$ cat config.mk
export PLATFORM = sky130hd
export DESIGN_NAME = spi_master_core_flat
export DESIGN_NICKNAME = d
export VERILOG_FILES = /design/src/rtl/spi_master_core_pkg.sv /design/src/rtl/spi_master_core_if.sv /design/src/rtl/spi_master_core_clk_div.sv /design/src/rtl/spi_master_core.sv /design/src/flat_wrapper.sv
export SDC_FILE = /design/constraint.sdc
export NUM_CORES = 1
export LEC_CHECK = 0
export ABC_AREA = 1
export BUFFER_PORTS_ARGS = -buffer_cell sky130_fd_sc_hd__buf_2
export CELL_PAD_IN_SITES_DETAIL_PLACEMENT = 0
export CELL_PAD_IN_SITES_GLOBAL_PLACEMENT = 1
export CORE_MARGIN = 1.5
export CORE_UTILIZATION = 40
export CTS_CLUSTER_DIAMETER = 40
export CTS_CLUSTER_SIZE = 30
export DETAILED_ROUTE_END_ITERATION = 10
export GPL_TIMING_DRIVEN = 1
export MAX_ROUTING_LAYER = met4
export PLACE_DENSITY = 0.84
export SETUP_SLACK_MARGIN = 0.3
export SYNTH_ARGS = -nofsm -noshare
export SYNTH_HDL_FRONTEND = slang
export SYNTH_SLANG_ARGS = --single-unit
$ cat constraint.sdc
create_clock -name clk_i -period 1.65 [get_ports clk_i]
set_clock_uncertainty 0.1 [all_clocks]
set_input_delay 0.33 -clock clk_i [delete_from_list [all_inputs] [get_ports clk_i]]
set_output_delay 0.33 -clock clk_i [all_outputs]
set_load 0.005 [all_outputs]
$ cat src/rtl/spi_master_core_pkg.sv
// rtl/spi_master_core_pkg.sv - shared FSM encoding, default timing and helpers for the SPI master core
package spi_master_core_pkg;

    localparam int W_DATA_DEF   = 32;
    localparam int CLK_DIV_DEF  = 4;
    localparam int CS_SETUP_DEF = 2;
    localparam int CS_HOLD_DEF  = 2;

    typedef enum logic [2:0] {
        ST_IDLE  = 3'd0,
        ST_SETUP = 3'd1,
        ST_SHIFT = 3'd2,
        ST_HOLD  = 3'd3,
        ST_DONE  = 3'd4
    } state_e;

    function automatic int max3(input int a, input int b, input int c);
        int m;
        m = (a > b) ? a : b;
        return (m > c) ? m : c;
    endfunction

endpackage

$ cat src/rtl/spi_master_core_if.sv
// rtl/spi_master_core_if.sv - word handshake between the SPI register file and the shift engine
interface spi_master_core_if #(
    parameter int W_DATA = 32
) ();
    logic [W_DATA-1:0] tx_data;
    logic              tx_valid;
    logic              tx_ready;
    logic [W_DATA-1:0] rx_data;
    logic              rx_valid;
    logic              busy;

    modport master (
        output tx_data, tx_valid,
        input  tx_ready, rx_data, rx_valid, busy
    );

    modport slave (
        input  tx_data, tx_valid,
        output tx_ready, rx_data, rx_valid, busy
    );
endinterface

$ cat src/rtl/spi_master_core_clk_div.sv
// rtl/spi_master_core_clk_div.sv - sclk divider with one-cycle rise/fall strobes
module spi_master_core_clk_div #(
    parameter int CLK_DIV = 4,
    parameter int CNT_W   = 3
) (
    input  logic clk_i,
    input  logic rst_ni,
    input  logic en_i,
    input  logic clr_i,
    output logic rise_en_o,
    output logic fall_en_o,
    output logic sclk_o
);
    localparam logic [CNT_W-1:0] DIV_TC = CNT_W'(CLK_DIV - 1);

    logic [CNT_W-1:0] cnt_q;
    logic             sclk_q;
    logic             tc;

    // Strobes fire in the cycle whose closing edge toggles sclk.
    assign tc        = en_i && (cnt_q == DIV_TC);
    assign rise_en_o = tc && !sclk_q;
    assign fall_en_o = tc && sclk_q;
    assign sclk_o    = sclk_q;

    always_ff @(posedge clk_i or negedge rst_ni) begin
        if (!rst_ni) begin
            cnt_q  <= '0;
            sclk_q <= 1'b0;
        end else if (clr_i) begin
            cnt_q  <= '0;
            sclk_q <= 1'b0;
        end else if (tc) begin
            cnt_q  <= '0;
            sclk_q <= ~sclk_q;
        end else if (en_i) begin
            cnt_q  <= cnt_q + 1'b1;
        end
    end
endmodule

$ cat src/rtl/spi_master_core.sv
// rtl/spi_master_core.sv - full-duplex SPI mode 0 master, MSB first, one word per transfer
module spi_master_core
    import spi_master_core_pkg::*;
#(
    parameter int W_DATA   = W_DATA_DEF,
    parameter int CLK_DIV  = CLK_DIV_DEF,
    parameter int CS_SETUP = CS_SETUP_DEF,
    parameter int CS_HOLD  = CS_HOLD_DEF
) (
    input  logic             clk_i,
    input  logic             rst_ni,
    spi_master_core_if.slave bus,
    output logic             sclk_o,
    output logic             mosi_o,
    input  logic             miso_i,
    output logic             cs_n_o
);
    localparam int CNT_W = $clog2(max3(CLK_DIV, CS_SETUP, CS_HOLD)) + 1;
    localparam int BIT_W = $clog2(W_DATA) + 1;

    localparam logic [CNT_W-1:0] SETUP_TC = CNT_W'(CS_SETUP - 1);
    localparam logic [CNT_W-1:0] HOLD_TC  = CNT_W'(CS_HOLD - 1);
    localparam logic [BIT_W-1:0] LAST_BIT = BIT_W'(W_DATA - 1);

    state_e            state_q;
    logic [W_DATA-1:0] shift_tx_q;
    logic [W_DATA-1:0] shift_rx_q;
    logic [BIT_W-1:0]  bit_cnt_q;
    logic [CNT_W-1:0]  cnt_q;
    logic              tx_ready_q;
    logic [W_DATA-1:0] rx_data_q;
    logic              rx_valid_q;
    logic              mosi_q;
    logic              cs_n_q;
    logic              rise_en;
    logic              fall_en;

    spi_master_core_clk_div #(
        .CLK_DIV (CLK_DIV),
        .CNT_W   (CNT_W)
    ) u_clk_div (
        .clk_i     (clk_i),
        .rst_ni    (rst_ni),
        .en_i      (state_q == ST_SHIFT),
        .clr_i     (state_q != ST_SHIFT),
        .rise_en_o (rise_en),
        .fall_en_o (fall_en),
        .sclk_o    (sclk_o)
    );

    always_ff @(posedge clk_i or negedge rst_ni) begin
        if (!rst_ni) begin
            state_q    <= ST_IDLE;
            shift_tx_q <= '0;
            shift_rx_q <= '0;
            bit_cnt_q  <= '0;
            cnt_q      <= '0;
            tx_ready_q <= 1'b1;
            rx_data_q  <= '0;
            rx_valid_q <= 1'b0;
            mosi_q     <= 1'b0;
            cs_n_q     <= 1'b1;
        end else begin
            rx_valid_q <= 1'b0;
            unique case (state_q)
                ST_IDLE: begin
                    if (bus.tx_valid && tx_ready_q) begin
                        shift_tx_q <= bus.tx_data;
                        shift_rx_q <= '0;
                        bit_cnt_q  <= '0;
                        cnt_q      <= '0;
                        cs_n_q     <= 1'b0;
                        mosi_q     <= bus.tx_data[W_DATA-1];
                        tx_ready_q <= 1'b0;
                        state_q    <= ST_SETUP;
                    end
                end
                ST_SETUP: begin
                    if (cnt_q == SETUP_TC) begin
                        cnt_q   <= '0;
                        state_q <= ST_SHIFT;
                    end else begin
                        cnt_q <= cnt_q + 1'b1;
                    end
                end
                ST_SHIFT: begin
                    if (rise_en) begin
                        shift_rx_q <= {shift_rx_q[W_DATA-2:0], miso_i};
                    end
                    // The slave samples on the rising edge, so the next bit goes out on the falling one.
                    if (fall_en) begin
                        bit_cnt_q <= bit_cnt_q + 1'b1;
                        if (bit_cnt_q == LAST_BIT) begin
                            state_q <= ST_HOLD;
                        end else begin
                            shift_tx_q <= {shift_tx_q[W_DATA-2:0], 1'b0};
                            mosi_q     <= shift_tx_q[W_DATA-2];
                        end
                    end
                end
                ST_HOLD: begin
                    if (cnt_q == HOLD_TC) begin
                        cnt_q   <= '0;
                        state_q <= ST_DONE;
                    end else begin
                        cnt_q <= cnt_q + 1'b1;
                    end
                end
                ST_DONE: begin
                    cs_n_q     <= 1'b1;
                    rx_data_q  <= shift_rx_q;
                    rx_valid_q <= 1'b1;
                    tx_ready_q <= 1'b1;
                    mosi_q     <= 1'b0;
                    state_q    <= ST_IDLE;
                end
                default: state_q <= ST_IDLE;
            endcase
        end
    end

    assign bus.tx_ready = tx_ready_q;
    assign bus.busy     = ~tx_ready_q;
    assign bus.rx_data  = rx_data_q;
    assign bus.rx_valid = rx_valid_q;
    assign mosi_o       = mosi_q;
    assign cs_n_o       = cs_n_q;
endmodule
$ cat src/flat_wrapper.sv
// flat-port wrapper written by rule: the top's interface ports become plain ports
module spi_master_core_flat import spi_master_core_pkg::*;
#(
    parameter int W_DATA   = W_DATA_DEF,
    parameter int CLK_DIV  = CLK_DIV_DEF,
    parameter int CS_SETUP = CS_SETUP_DEF,
    parameter int CS_HOLD  = CS_HOLD_DEF
)
  (clk_i, rst_ni, sclk_o, mosi_o, miso_i, cs_n_o, bus_tx_data, bus_tx_valid, bus_tx_ready, bus_rx_data, bus_rx_valid, bus_busy);
  spi_master_core_if #(.W_DATA(W_DATA)) bus_i ();
  input  logic clk_i;
  input  logic rst_ni;
  output logic sclk_o;
  output logic mosi_o;
  input  logic miso_i;
  output logic cs_n_o;
  input wire logic [$bits(bus_i.tx_data)-1:0] bus_tx_data;
  input wire logic [$bits(bus_i.tx_valid)-1:0] bus_tx_valid;
  output wire logic [$bits(bus_i.tx_ready)-1:0] bus_tx_ready;
  output wire logic [$bits(bus_i.rx_data)-1:0] bus_rx_data;
  output wire logic [$bits(bus_i.rx_valid)-1:0] bus_rx_valid;
  output wire logic [$bits(bus_i.busy)-1:0] bus_busy;
  assign bus_i.tx_data = bus_tx_data;
  assign bus_i.tx_valid = bus_tx_valid;
  assign bus_tx_ready = bus_i.tx_ready;
  assign bus_rx_data = bus_i.rx_data;
  assign bus_rx_valid = bus_i.rx_valid;
  assign bus_busy = bus_i.busy;
  spi_master_core #(.W_DATA(W_DATA), .CLK_DIV(CLK_DIV), .CS_SETUP(CS_SETUP), .CS_HOLD(CS_HOLD)) u_core (.clk_i(clk_i), .rst_ni(rst_ni), .bus(bus_i), .sclk_o(sclk_o), .mosi_o(mosi_o), .miso_i(miso_i), .cs_n_o(cs_n_o));
endmodule
Word-level counts from Yosys, hierarchy flattened
Index checks and enable logic that the tools add are counted.
{"block": "op_classes", "eq_ne": 15, "mux": 31, "n_reduce_logical": 20, "add_sub_neg": 3, "bitwise_logic": 2}
{"op": "two-way mux 31 bit", "count": 3}
{"op": "two-way mux 32 bit", "count": 2}
{"op": "case mux 32 bit (2 select lines)", "count": 1}
{"op": "case mux 31 bit (2 select lines)", "count": 1}
{"op": "two-way mux 3 bit", "count": 10}
{"op": "two-way mux 6 bit", "count": 2}
{"op": "inequality test 2 x 1 -> 1 bit (second input constant)", "count": 6}
{"op": "case mux 3 bit (4 select lines)", "count": 1}
{"op": "case mux 6 bit (2 select lines)", "count": 1}
{"op": "equality test 3 x 2 -> 1 bit (second input constant)", "count": 3}
{"op": "AND reduction 4 bit", "count": 2}
{"op": "nonzero test 2 bit", "count": 4}
{"op": "two-way mux 1 bit", "count": 7}
{"op": "adder 3 x 1 -> 3 bit (second input constant)", "count": 2}
{"op": "adder 6 x 1 -> 6 bit (second input constant)", "count": 1}
{"op": "equality test 3 x 1 -> 1 bit (second input constant)", "count": 2}
{"op": "equality test 6 x 5 -> 1 bit (second input constant)", "count": 1}
{"op": "case mux 3 bit (2 select lines)", "count": 1}
{"op": "AND reduction 3 bit", "count": 2}
{"op": "nonzero test 3 bit", "count": 2}
{"op": "AND reduction 5 bit", "count": 1}
{"op": "logical AND 1 bit", "count": 4}
{"op": "AND reduction 2 bit", "count": 2}
{"op": "equality test 3 bit (second input constant)", "count": 1}
{"op": "other kinds (8)", "count": 9}
{"block": "word_totals", "register_bits": 114, "out_inout_bits": 38, "in_bits": 36, "elab_cells": 82}

Logic depth before layout (Yosys ltp)
{"block": "logic_depth", "depth_word": 5, "ltp_mapped": 10, "depth_no_buf": 9}

Modules after synthesis
Synthesis repeated with hierarchy kept, for this count alone.
{"block": "hier_totals", "hier_cells": 610, "hier_area_um2": 5072.4}
{"mod": "spi_master_core", "cells_per_inst": 582, "area_each_um2": 4865.9, "seq_area_each_um2": 2753.9, "instances": 1}
{"mod": "spi_master_core_clk_div", "cells_per_inst": 28, "area_each_um2": 206.4, "seq_area_each_um2": 100.1, "instances": 1}

Worst setup path after synthesis
OpenSTA, ideal clock, no wires.
{"block": "synth_path", "kind": "register -> register", "from": "register, netlist name u_core.cs_n_o", "to": "register u_core.shift_tx_q[10]", "setup_slack_ns": 0.143, "arrival_time_ns": 1.290, "stages_incl_launch_ff": 9, "setup_time_ns": 0.116, "path_cell_list": "dfstp_2 > nand2_1 > nand3_2 > nand2_1 > nor2_2 > nand2_4 > buf_6 > nand2_1 > nand2_1"}
{"element": "end signal, assigned", "line_no": "spi_master_core.sv:68", "source": "shift_tx_q <= bus.tx_data;"}
{"element": "end signal, assigned", "line_no": "spi_master_core.sv:96", "source": "shift_tx_q <= {shift_tx_q[W_DATA-2:0], 1'b0};"}
{"element": "end, declared", "line_no": "spi_master_core.sv:26", "source": "logic [W_DATA-1:0] shift_tx_q;"}

Final worst setup path
{"block": "layout_path", "from": "register u_core.state_q[0]", "to": "register u_core.shift_rx_q[0]"}
{"block": "layout_between", "elab_chain_cells": 5, "elab_cells_between_ends": 9, "classes_between": "eq/ne: 3; mux: 1; reduce/logical: 5"}
{"element": "start, declared", "line_no": "spi_master_core.sv:25", "source": "state_e state_q;"}
{"element": "start signal, assigned", "line_no": "spi_master_core.sv:53", "source": "state_q <= ST_IDLE;"}
{"element": "start signal, assigned", "line_no": "spi_master_core.sv:75", "source": "state_q <= ST_SETUP;"}
{"element": "start signal, assigned", "line_no": "spi_master_core.sv:81", "source": "state_q <= ST_SHIFT;"}
{"element": "equality test 3 x 2 -> 1 bit", "line_no": "spi_master_core.sv:44, spi_master_core.sv:65"}
{"element": "logical AND 1 bit", "line_no": "spi_master_core_clk_div.sv:21", "source": "assign tc = en_i && (cnt_q == DIV_TC);"}
{"element": "logical AND 1 bit", "line_no": "spi_master_core_clk_div.sv:22", "source": "assign rise_en_o = tc && !sclk_q;"}
{"element": "inequality test 2 x 1 -> 1 bit (no source line)"}
{"element": "AND reduction 3 bit (no source line)"}
{"element": "end signal, assigned", "line_no": "spi_master_core.sv:88", "source": "shift_rx_q <= {shift_rx_q[W_DATA-2:0], miso_i};"}
{"element": "end, declared", "line_no": "spi_master_core.sv:27", "source": "logic [W_DATA-1:0] shift_rx_q;"}
Several ways; a longest one is shown, not always the timed one.
A chain may end at the register's enable or synchronous reset.

==> out/qor.txt <==
drt total wl: 12600 µm
Post-Synth Simple-Gate Area: 26.5%
max-cap violation count: 0
worst path buffer plus inverter count: 3
Synth Area in Compound Gates: 7.77%
Synth Area in Adders: 0.499%
Hold WC Path Type: input pin to flop
largest net degree at the start of global routing: 45
RSZ-0062 raised after global routing: true
Synth Area in XOR/XNOR: 0.524%
final net count: 774
flops & latches, synth: 114
Syn Std Cell Area: 0.00501 mm²
initial core utilization: 41.4%
clock transition at the registers of the reported paths: 50 ps
first-pass GRT wire length: 19600 µm
mux contribution to synthesized area: 0%
Post-Synthesis Net Count: 641
CTS Buf Count: 17
synth warn: 0
slowest cell on the critical path: dfrtp_1
TritonCTS Sinks: 114
Longest Clk Path Bufs: 2
num rows: 40
CTS tree: yes
Tmin final: 1610 ps
synth unique cells: 24
Clock Latency Late Sink: 420 ps
Core Region: 0.0121 mm²
CP delay by family, top: simple AND/OR/NAND/NOR gates
Setup CP Type: flop to flop
GRT Total Usage: 19.5%
Post-Layout Inst Area: 0.00721 mm²
Max FO, Critical Path: 8
initial antenna violation count: 0
Power Dens Cells: 965 mW/mm²
Routed Antenna Nets: 0
Final Wtd Congestion: 0.845
CP max stage delay: 420 ps
I/O pin total: 74
die height: 115 µm
Slew Viols, Final: 0
Final Setup Violations: 0
post-synthesis sequential area ratio: 57.0%
Worst EP required: 1840 ps
Pre-antenna DRT Iters: 5
Initial DRC Count: 230
drc violations: 0
status: finished clean
Die ar.: 0.0132 mm²
final cycle utilization of the critical path: 97.8%
Die X: 115 µm
FMAX: 620 MHz
normalized max-slew margin: 74.8%
port bufs: 73
dpl hpwl: 6850 µm
cell count after synthesis: 603
Startpoint Class: flop
Vias/cell: 4.73
H-tree lvl count: 4
Syn Area/Cell: 8.31 µm²
CP Cell Sequence: nor2_4, buf_12, nand3_2, nand2_8, buf_12, buf_16, o21ai_1
mean routed wirelength per cell: 13.8 µm
final hold vios: 0
placed inst area: 0.00576 mm²
total number of vias: 4340
WP data arrival: 1800 ps
sum of negative setup slack: 0 ps
critical path's most frequent cell: buf_12
Leak: 3.72 nW
Critical Path End Type: flop
most frequent cells in the layout: 235 x nand2_1, 112 x dfrtp_1, 71 x buf_2
Peak VDD IR: 0.681 mV
Antenna Diode Count: 0
total gr overflow: 0
most common cell after layout, fill and taps aside: nand2_1
fraction of layout cells with a size suffix above 1: 31.2%
CTS root buffer: clkbuf_16
Area Overhead vs Synth: 44.0%
main combinational cell family by area after synthesis: simple AND/OR/NAND/NOR gates
worst slew pin tran: 378 ps
vias in the first global route: 4151
==> state kept, by name, summed over array words and instances, names as in the netlist <==
register	cells
u_core.bit_cnt_q	6
u_core.bus.rx_data	32
u_core.bus.rx_valid	1
u_core.cnt_q	3
u_core.cs_n_o	1
u_core.mosi_o	1
u_core.shift_rx_q	32
u_core.shift_tx_q	31
u_core.state_q	3
u_core.u_clk_div.cnt_q	3
u_core.u_clk_div.sclk_o	1
==> synthesized netlist by cell type <==
master	number	area [µm²]
a21oi_1	1	5.00
buf_2	16	80.1
buf_4	8	60.1
buf_6	4	45.0
clkbuf_1	3	11.3
dfrtp_1	113	2830
dfstp_2	1	26.3
ha_1	2	25.0
inv_1	47	176
inv_2	4	15.0
nand2_1	252	946
nand2_2	3	18.8
nand2_4	1	11.3
nand3_1	49	245
nand3_2	1	10.0
nand4_1	1	6.26
nor2_1	12	45.0
nor2_2	3	18.8
nor2_4	2	22.5
nor3_1	1	5.00
o21ai_0	64	320
o21ai_1	11	55.1
o21ai_2	1	8.76
xor2_1	3	26.3
==> tightest hold or removal path, cell delays in order <==
cell     delay, ps
buf_2           80
nand2_1         80
nand2_1         80
==> worst paths after layout <==
path,slack (ps),from,cells after the start,endpoint
max reg2reg,40,u_core.state_q[0]$_DFFE_PN0P_,7,u_core.shift_rx_q[0]$_DFFE_PN0P_
max,40,u_core.state_q[0]$_DFFE_PN0P_,7,u_core.shift_rx_q[0]$_DFFE_PN0P_
max in group asynchronous,630,rst_ni,3,u_core.cs_n_o$_DFFE_PN1P_
min,90,bus_tx_data[0],3,u_core.shift_tx_q[0]$_DFFE_PN0P_
min reg2reg,380,u_core.mosi_o$_DFFE_PN0P_,2,u_core.mosi_o$_DFFE_PN0P_
min in group asynchronous,280,rst_ni,2,u_core.bus.rx_data[25]$_DFFE_PN0P_
==> cell families after synthesis <==
family | after synthesis
adders and majority gates | 2
buffers and inverters | 82
and+or+nand+nor | 325
xor gates and xnor gates | 3
DFF | 114
AOI/OAI and AO/OA | 77
==> where the power goes <==
group | leakage, nW | internal (mW) | total (mW) | switching (mW)
Clock | 0.297 | 2.71 | 4.02 | 1.30
Combinational | 1.87 | 0.0498 | 0.129 | 0.0795
Sequential | 1.56 | 2.81 | 2.81 | 0.00587
Total | 3.72 | 5.57 | 6.96 | 1.39
==> metal layers <==
| layer | part of all wire (%) | global-route usage, % | vias up |
|---|---|---|---|
| met2 | 50 | 32.1 | 118 |
| met4 | 1.8 | 7.33 | 0 |
| met1 | 44 | 23.2 | 2037 |
| met5 | 0 | - | - |
| met3 | 4.3 | 4.80 | 21 |
| li1 | - | - | 2164 |
==> layout make-up <==
cell class	count	area (µm²)
fill	1055	4900
sequential	114	2860
multi-input combinational	410	2080
timing repair buffer	142	1220
clock buffer	19	443
tap	168	210
clock inverter	13	209
inverter	51	196
==> through the flow <==
step / power, mW / util (%) / std cells / hold slack, ps / setup slack, ps
global placement: 2.99 / 47.6 / 831 / 170 / 28.2
finish: 6.96 / 59.6 / 917 / 88.7 / 36.9
floorplan: 2.87 / - / 603 / -65.6 / 193
CTS: 7.02 / 55.9 / 892 / 55.4 / 78.3
detailed placement: 2.99 / 47.6 / 831 / 174 / -1.84
global route: 7.17 / 59.6 / 917 / 76.2 / -46.3
==> timing repair <==
action,CTS,global route
setup endpoints to repair,144,150
endpoints found under the hold margin,23,0
setup buffers,25,18
pin swaps,4,15
gates cloned,3,7
hold buffers,1,0
gates resized for setup,15,38
Note: power is estimated with default switching activity, not from simulation.
